### src/rtl/rx_corr_reader.sv
`default_nettype none
// ============================================================================
// Module   : rx_corr_reader
// Purpose  : Consumer end of the rx_correlator_buff readout interface. After a
//            detector trigger it selects the sequence, enables storage wash,
//            pulls NSAMPLES correlation samples through a ready/ack handshake
//            and reports the correlation peak with both neighbouring samples.
// Ports    : crx_clk / rrx_rst (sync, active-high) / erx_en (freeze when low)
//            idetect_trigger, idetect_seq        - acquisition request
//            icorr_sample, icorr_sample_ready    - sample stream from buffer
//            oreceived_seq, ostorage_wash_enable,
//            onext_sample_trigger, oall_acquired_trigg - buffer control
//            obusy, oerror                       - status
//            opeak_valid, opeak_index, opeak_value,
//            opeak_prev, opeak_next              - peak results
// Config   : define RX_CORR_READER_ABS_EN to compare peaks by magnitude |s|
//            (most negative value saturates to the most positive one).
// Revision : 1.0 - initial release
// ============================================================================
module rx_corr_reader #(
  parameter int SAMPLE_W       = 32,
  parameter int NSAMPLES       = 128,
  parameter int IDX_W          = 7,
  parameter int TIMEOUT_CYCLES = 4096
) (
  input  logic                crx_clk,
  input  logic                rrx_rst,
  input  logic                erx_en,
  input  logic                idetect_trigger,
  input  logic [3:0]          idetect_seq,
  input  logic [SAMPLE_W-1:0] icorr_sample,
  input  logic                icorr_sample_ready,
  output logic [3:0]          oreceived_seq,
  output logic                ostorage_wash_enable,
  output logic                onext_sample_trigger,
  output logic                oall_acquired_trigg,
  output logic                obusy,
  output logic                opeak_valid,
  output logic [IDX_W-1:0]    opeak_index,
  output logic [SAMPLE_W-1:0] opeak_value,
  output logic [SAMPLE_W-1:0] opeak_prev,
  output logic [SAMPLE_W-1:0] opeak_next,
  output logic                oerror
);

  // Sample counter needs one extra bit so it can reach NSAMPLES itself.
  localparam int c_cnt_w = IDX_W + 1;
  localparam int c_to_w  = $clog2(TIMEOUT_CYCLES + 1);
  localparam logic [c_cnt_w-1:0] c_nsamples = c_cnt_w'(NSAMPLES);
  localparam logic [c_to_w-1:0]  c_timeout  = c_to_w'(TIMEOUT_CYCLES);

  typedef enum logic [2:0] {
    IDLE  = 3'd0,
    START = 3'd1,
    WAIT  = 3'd2,
    ACK   = 3'd3,
    GAP   = 3'd4,
    DONE  = 3'd5
  } state_t;

  state_t                      r_state;
  logic [c_cnt_w-1:0]          r_cnt;
  logic [c_to_w-1:0]           r_to_cnt;
  logic signed [SAMPLE_W-1:0]  r_last;      // previously captured sample
  logic signed [SAMPLE_W-1:0]  r_max_key;   // comparison key of current max
  logic                        r_need_next; // next capture fills opeak_next

  logic signed [SAMPLE_W-1:0]  w_sample;
  logic signed [SAMPLE_W-1:0]  w_key;
  logic                        w_new_max;

  assign w_sample = $signed(icorr_sample);

`ifdef RX_CORR_READER_ABS_EN
  localparam logic signed [SAMPLE_W-1:0] c_smin = {1'b1, {(SAMPLE_W-1){1'b0}}};
  localparam logic signed [SAMPLE_W-1:0] c_smax = {1'b0, {(SAMPLE_W-1){1'b1}}};

  // Magnitude key; the most negative value has no positive twin, so it
  // saturates and ties with the most positive value.
  always_comb begin
    w_key = w_sample;
    if (w_sample == c_smin) begin
      w_key = c_smax;
    end else if (w_sample[SAMPLE_W-1]) begin
      w_key = -w_sample;
    end
  end
`else
  assign w_key = w_sample;
`endif

  // Strictly greater: on ties the earliest sample keeps the peak.
  assign w_new_max = (w_key > r_max_key);

  always_ff @(posedge crx_clk) begin
    if (rrx_rst) begin
      r_state              <= IDLE;
      r_cnt                <= '0;
      r_to_cnt             <= '0;
      r_last               <= '0;
      r_max_key            <= '0;
      r_need_next          <= 1'b0;
      oreceived_seq        <= '0;
      ostorage_wash_enable <= 1'b0;
      onext_sample_trigger <= 1'b0;
      oall_acquired_trigg  <= 1'b0;
      obusy                <= 1'b0;
      opeak_valid          <= 1'b0;
      opeak_index          <= '0;
      opeak_value          <= '0;
      opeak_prev           <= '0;
      opeak_next           <= '0;
      oerror               <= 1'b0;
    end else if (erx_en) begin
      case (r_state)
        IDLE: begin
          if (idetect_trigger) begin
            oreceived_seq <= idetect_seq;
            oerror        <= 1'b0;
            obusy         <= 1'b1;
            opeak_index   <= '0;
            opeak_value   <= '0;
            opeak_prev    <= '0;
            opeak_next    <= '0;
            r_max_key     <= '0;
            r_need_next   <= 1'b0;
            r_cnt         <= '0;
            r_to_cnt      <= '0;
            r_state       <= START;
          end
        end

        START: begin
          ostorage_wash_enable <= 1'b1;
          r_state              <= WAIT;
        end

        WAIT: begin
          if (icorr_sample_ready) begin
            r_last               <= w_sample;
            onext_sample_trigger <= 1'b1;
            r_state              <= ACK;
            // Index 0 always seeds the tracker, so there is no sentinel.
            if ((r_cnt == '0) || w_new_max) begin
              opeak_index <= r_cnt[IDX_W-1:0];
              opeak_value <= w_sample;
              opeak_prev  <= (r_cnt == '0) ? '0 : r_last;
              opeak_next  <= '0;
              r_max_key   <= w_key;
              r_need_next <= 1'b1;
            end else if (r_need_next) begin
              opeak_next  <= w_sample;
              r_need_next <= 1'b0;
            end
          end else if ((r_to_cnt + 1'b1) == c_timeout) begin
            oerror               <= 1'b1;
            ostorage_wash_enable <= 1'b0;
            obusy                <= 1'b0;
            r_state              <= IDLE;
          end else begin
            r_to_cnt <= r_to_cnt + 1'b1;
          end
        end

        ACK: begin
          onext_sample_trigger <= 1'b0;
          r_cnt                <= r_cnt + 1'b1;
          r_state              <= GAP;
        end

        // Ready is deliberately ignored here so the buffer can drop it.
        GAP: begin
          if (r_cnt == c_nsamples) begin
            oall_acquired_trigg <= 1'b1;
            opeak_valid         <= 1'b1;
            r_state             <= DONE;
          end else begin
            r_to_cnt <= '0;
            r_state  <= WAIT;
          end
        end

        DONE: begin
          oall_acquired_trigg  <= 1'b0;
          opeak_valid          <= 1'b0;
          ostorage_wash_enable <= 1'b0;
          obusy                <= 1'b0;
          r_state              <= IDLE;
        end

        default: begin
          r_state <= IDLE;
        end
      endcase
    end
  end

endmodule
`default_nettype wire

### config.mk
export PLATFORM = sky130hd
export DESIGN_NAME = rx_corr_reader
export DESIGN_NICKNAME = d
export VERILOG_FILES = /design/src/rtl/rx_corr_reader.sv
export SDC_FILE = /design/constraint.sdc
export NUM_CORES = 1
export LEC_CHECK = 0
export BUFFER_PORTS_ARGS = -buffer_cell sky130_fd_sc_hd__buf_2
export CAP_MARGIN = 10
export CORE_MARGIN = 2
export CORE_UTILIZATION = 45
export CTS_CLUSTER_DIAMETER = 50
export DETAILED_ROUTE_END_ITERATION = 7
export PLACE_DENSITY = 0.81
export SLEW_MARGIN = 5
export SYNTH_ARGS = -nofsm -noshare
export SYNTH_HDL_FRONTEND = slang
export SYNTH_SLANG_ARGS = --single-unit
### constraint.sdc
create_clock -name crx_clk -period 3.2 [get_ports crx_clk]
set_input_delay 0.64 -clock crx_clk [delete_from_list [all_inputs] [get_ports crx_clk]]
set_output_delay 0.64 -clock crx_clk [all_outputs]
set_load 0.005 [all_outputs]
Word-level counts from Yosys, hierarchy flattened
Cells that the tools add are included.
Widths: inputs -> output; s select.
- bits in registers: 169
- output and inout port bits: 113
- bits of input ports: 41
- logic and storage cells: 102
- eq/ne operators: 17
- reduce and logical (&&, ||, !) cells: 23
- add/subtract/negate cells: 2
- multiplexer cells: 44
- magnitude comparators: 1
- operators by type and width (operator ; count):
    $mux 32 ; 9
    $pmux 32 s2 ; 3
    $mux 13 ; 4
    $pmux 13 s3 ; 1
    $gt 32x32->1 ; 1
    $mux 7 ; 3
    $reduce_and 5->1 ; 4
    $reduce_and 3->1 ; 6
    $ne 2x2->1 const B ; 8
    $pmux 8 s2 ; 1
    $pmux 3 s5 ; 1
    $pmux 7 s2 ; 1
    $add 13x1->13 const B ; 1
    $eq 13x13->1 const B ; 1
    $mux 3 ; 4
    $mux 1 ; 10
    $reduce_bool 3->1 ; 3
    $add 8x1->8 const B ; 1
    $eq 8x8->1 const B ; 1
    $logic_not 8->1 ; 1
    $mux 8 ; 1
    $pmux 1 s2 ; 4
    $reduce_and 4->1 ; 2
    $reduce_bool 2->1 ; 4
    other kinds (8) ; 12

Logic depth before layout (Yosys ltp)
- depth after elaboration: 5
- depth in mapped cells: 11
- depth with buffers taken out: 9

Least setup slack after synthesis
OpenSTA, ideal clock, no wires.
- path type: input port to flip-flop
- from: in icorr_sample[29]
- to: reg r_max_key[21]
- cell stages on the path: 9
- setup time: 0.117 ns
- data required time: 3.083 ns
- setup slack: 0.154 ns
- buffers on the path: 2
- arrival time: 2.929 ns
- cells stage by stage: ha_1 -> a21o_1 -> a2111o_1 -> or4_4 -> a2111oi_0 -> nor2_1 -> buf_2 -> buf_6 -> a22o_1
- word-level cells in the longest chain between the ends: 4
- RTL lines (element ; line ; text):
    start: declaration ; 31 ; input logic [SAMPLE_W-1:0] icorr_sample,
    $gt 32x32->1 ; 93 ; assign w_new_max = (w_key > r_max_key);
    $logic_or 1x1->1 ; 144 ; if ((r_cnt == '0) || w_new_max) begin
    $ne 2x2->1 (no line) ; n/a ;
    $reduce_and 5->1 (no line) ; n/a ;
    end signal: assignment ; 149 ; r_max_key <= w_key;
    end: declaration ; 65 ; logic signed [SAMPLE_W-1:0] r_max_key;
No other way between the ends.
A chain may end at the register's enable or synchronous reset.

Final worst setup path
- from: reg r_max_key[29]
- to: reg opeak_prev[14]
- word-level cells in the longest chain between the ends: 4
- RTL lines (element ; line ; text):
    $gt 32x32->1 ; 93 ;
    $logic_or 1x1->1 ; 144 ;
    $ne 2x2->1 (no line) ; n/a ;
    $reduce_and 5->1 (no line) ; n/a ;
    end signal: assignment ; 147 ; opeak_prev <= (r_cnt == '0) ? '0 : r_last;
    end: declaration ; 41 ; output logic [SAMPLE_W-1:0] opeak_prev,
No other way between the ends.

==> out/results.txt <==
register area - 3385 um^2
share of layout cells above drive strength 1 - 23.08%
Hold Fails Final Rpt - 0
initial antenna violation count - 0
Worst Path Max Fanout - 7
Routed WL - 22.26 mm
CP Buf/Inv Count - 3
vias in the first global route - 6683
fin crit share - 97.49%
CP max stage cell - or4_4
Max Slew Vio Count - 0
die width - 134.8 um
Sw Ratio - 24.56%
Mapped Nets - 973
Top Family by Delay on Critical Path - compound AO/OA/AOI/OAI gates
nets - 1121
crit end category - flop
CP Cell Sequence - inv_1 > ha_1 > a21o_1 > a2111o_1 > or4_4 > a2111o_1 > a21oi_4 > buf_12 > clkbuf_16 > a22o_1
I/O pins - 154
CTS buffer count - 17
combinational share of power - 8.6%
antenna cell count - 0
sequential power share - 45.5%
sw power - 1156 uW
CP most frequent cell - a2111o_1
Syn-to-layout area delta - 24.31%
Starting Density - 46.27%
clock root buffer master - clkbuf_16
Die ar. - 18180 um^2
Congestion Overflow GR - 0
max incr delay on CP - 0.56 ns
combined area of the multi-input logic cells - 3879 um^2
hold path depth - 3
Clk network pwr share - 45.8%
RSZ-0062 raised after global routing - false
Place WS - -0.2386 ns
Rows - 47
first-pass GRT wire length - 33.83 mm
largest net degree at the start of global routing - 49
critical path data required time - 3.57 ns
clk_lat worst skew - 0.43 ns
flops & latches, synth - 169
minimum clock period - 3.120 ns
number of synthesized flops with an enable pin - 0
vias per inst - 5.737
Seq/Total Area, Yosys - 43.93%
post-synth cell types - 57
DR WL/cell - 17.43 um
Post-Place Cells - 1238
Levels on crit path - 10
ys async rst share - 0%
Mapped Area - 7701 um^2
status - finished, final reports clean
Final Skew - 0.01031 ns
Avg Inst Size Synth - 8.585 um^2
Clock Pin Slew Worst Setup and Hold Paths - 0.07 ns
Worst VDD drop - 0.0003597 V
Residual DRC - 0
top_reg_cell synth - dfxtp_1
TritonCTS Sinks - 169
Final ANT Viol Nets - 0
Layout fillers - 1440
maximum clock frequency - 320.5 MHz
worst setup margin - 0.08025 ns
drt pass-1 iters - 5
Rel. slew slack - 39.46%
PnR Total Power - 4709 uW
Setup Crit Path Kind - reg2reg
Synth warnings - 0
Worst R2R Path Depth - 10
Max H-tree Level - 4
initial DRC count - 555
All-Layer GR Usage - 23.36%
reg2reg setup slack - 0.08 ns
DP HPWL - 14.21 mm
pwr/cell area - 491.9 nW/um^2
Leakage - 0.003917 uW
CTS tree - done
Final GP Congestion - 0.8802
I/O Buffers - 153
Cell Int Power - 3552 uW
Startpoint Class - flop
Max Cap Viol - 0
Gate Count Post-Synth - 897
Core ar. - 16640 um^2
Worst EP arrival - 3.49 ns
Worst Max-Slew Pin Slew - 0.9048 ns
fin cells - 1277
Final Setup Violations - 0
Die H - 134.8 um
Final TNS setup - 0 ns
worst min-delay path class - in2reg
DR vias - 7326
Clock Tree Buf Depth - 2
## synthesized netlist by cell type (all sizes together) (5+ instances only)
cell type | number | area (um^2)
nand2b | 34 | 212.7
a31oi | 34 | 212.7
a22o | 74 | 648.1
xor2 | 5 | 43.79
nand3 | 15 | 80.08
nor2 | 80 | 300.3
a21o | 5 | 37.54
clkbuf | 53 | 198.9
and3 | 10 | 62.56
ha | 35 | 437.9
dfxtp | 169 | 3383
a21oi | 58 | 301.5
a221o | 6 | 60.06
nand2 | 90 | 337.8
nor3 | 19 | 95.09
nor2b | 5 | 31.28
o21ai | 72 | 360.4
nand4 | 16 | 100.1
buf | 15 | 123.9
inv | 41 | 153.9
## registers in the layout (all words and copies together), names as in the netlist
register,flops
opeak_prev,32
opeak_index,7
oreceived_seq,4
r_to_cnt,13
r_cnt,8
oerror,1
onext_sample_trigger,1
r_state,3
ostorage_wash_enable,1
r_last,32
r_need_next,1
obusy,1
opeak_next,32
r_max_key,32
opeak_valid,1
## routing by layer
metal | share of wire, % | wire (um) | GRT usage [%]
met1 | 43 | 9515 | 30.25
met2 | 46 | 10340 | 37.62
met3 | 7.9 | 1748 | 5.293
met4 | 2.9 | 652 | 9.766
met5 | 0 | 0 | 0
## stage by stage
stage               utilization, %  hold slack (ns)  area (um^2)
finish                       57.52           0.4471         9573
floorplan                        -           0.4360         7701
global placement             52.91           0.4403         8806
global route                 57.52           0.4429         9573
CTS                          56.62           0.4385         9423
detailed placement           52.91           0.4436         8806
## power groups by stage
stage | Clock (uW) | Sequential [uW] | Combinational [uW]
6_report | 2160 | 2140 | 407
5_1_grt | 2270 | 2150 | 440
4_1_cts | 2170 | 2140 | 358
3_5_place_dp | 0 | 2190 | 355
3_3_place_gp | 0 | 2190 | 349
2_1_floorplan | 0 | 2180 | 219
## final cells by class
type / instances / share of cell area (%)
clock buffers: 19 / 4.731
clock inverters: 12 / 1.712
inverters: 42 / 1.647
multi-input cells: 618 / 40.52
flip-flops and latches: 169 / 35.35
well taps: 220 / 2.875
repair buffers: 197 / 13.16
## worst register-to-register path: stages, from the launching register on
cell	delay (ns)
dfxtp_2	0.34
inv_1	0.04
ha_1	0.29
a21o_1	0.19
a2111o_1	0.41
or4_4	0.56
a2111o_1	0.45
a21oi_4	0.28
buf_12	0.19
clkbuf_16	0.17
a22o_1	0.14
## what timing repair did
item                       4_1_cts  5_1_grt
resized for setup                0        3
hold buffers                     0        0
setup endpoints to repair        0        3
hold endpoints to repair         0        0
setup buffers                    0        2
## logic make-up (layout without fill, tap and decap cells)
logic type	after synthesis	after routing	share of synthesized area, %
and+or+nand+nor	299	299	19.06
AOI/OAI and AO/OA	275	275	23.98
DFF	169	169	43.93
buffers and inverters	110	270	6.239
adders and majority gates	35	35	5.686
xor gates and xnor gates	6	6	0.6824
muxes	3	3	0.4224
## path summary, 6_finish.rpt
| kind | from | end |
|---|---|---|
| max | r_max_key[29] | opeak_prev[14] |
| min | idetect_seq[0] | oreceived_seq[0] |
| max reg2reg | r_max_key[29] | opeak_prev[14] |
| min reg2reg | oreceived_seq[0] | oreceived_seq[0] |
## placed cells by master, fill, tap and decap left out, types with 5 or more instances in the layout
cell type  instances
a21oi_1           57
a221o_1            6
nor2_1            78
nor3_1            18
nand2b_1          34
xor2_1             5
buf_12             8
a21o_1             5
buf_4             30
nand3_1           14
nor2b_1            5
nand2_1           90
and3_1            10
a22o_1            74
nand4_1           16
dfxtp_1          168
buf_2            153
a31oi_1           34
o21ai_0           72
ha_1              35
inv_1             41
clkbuf_16         20
Power figures use the tool's default switching activity.
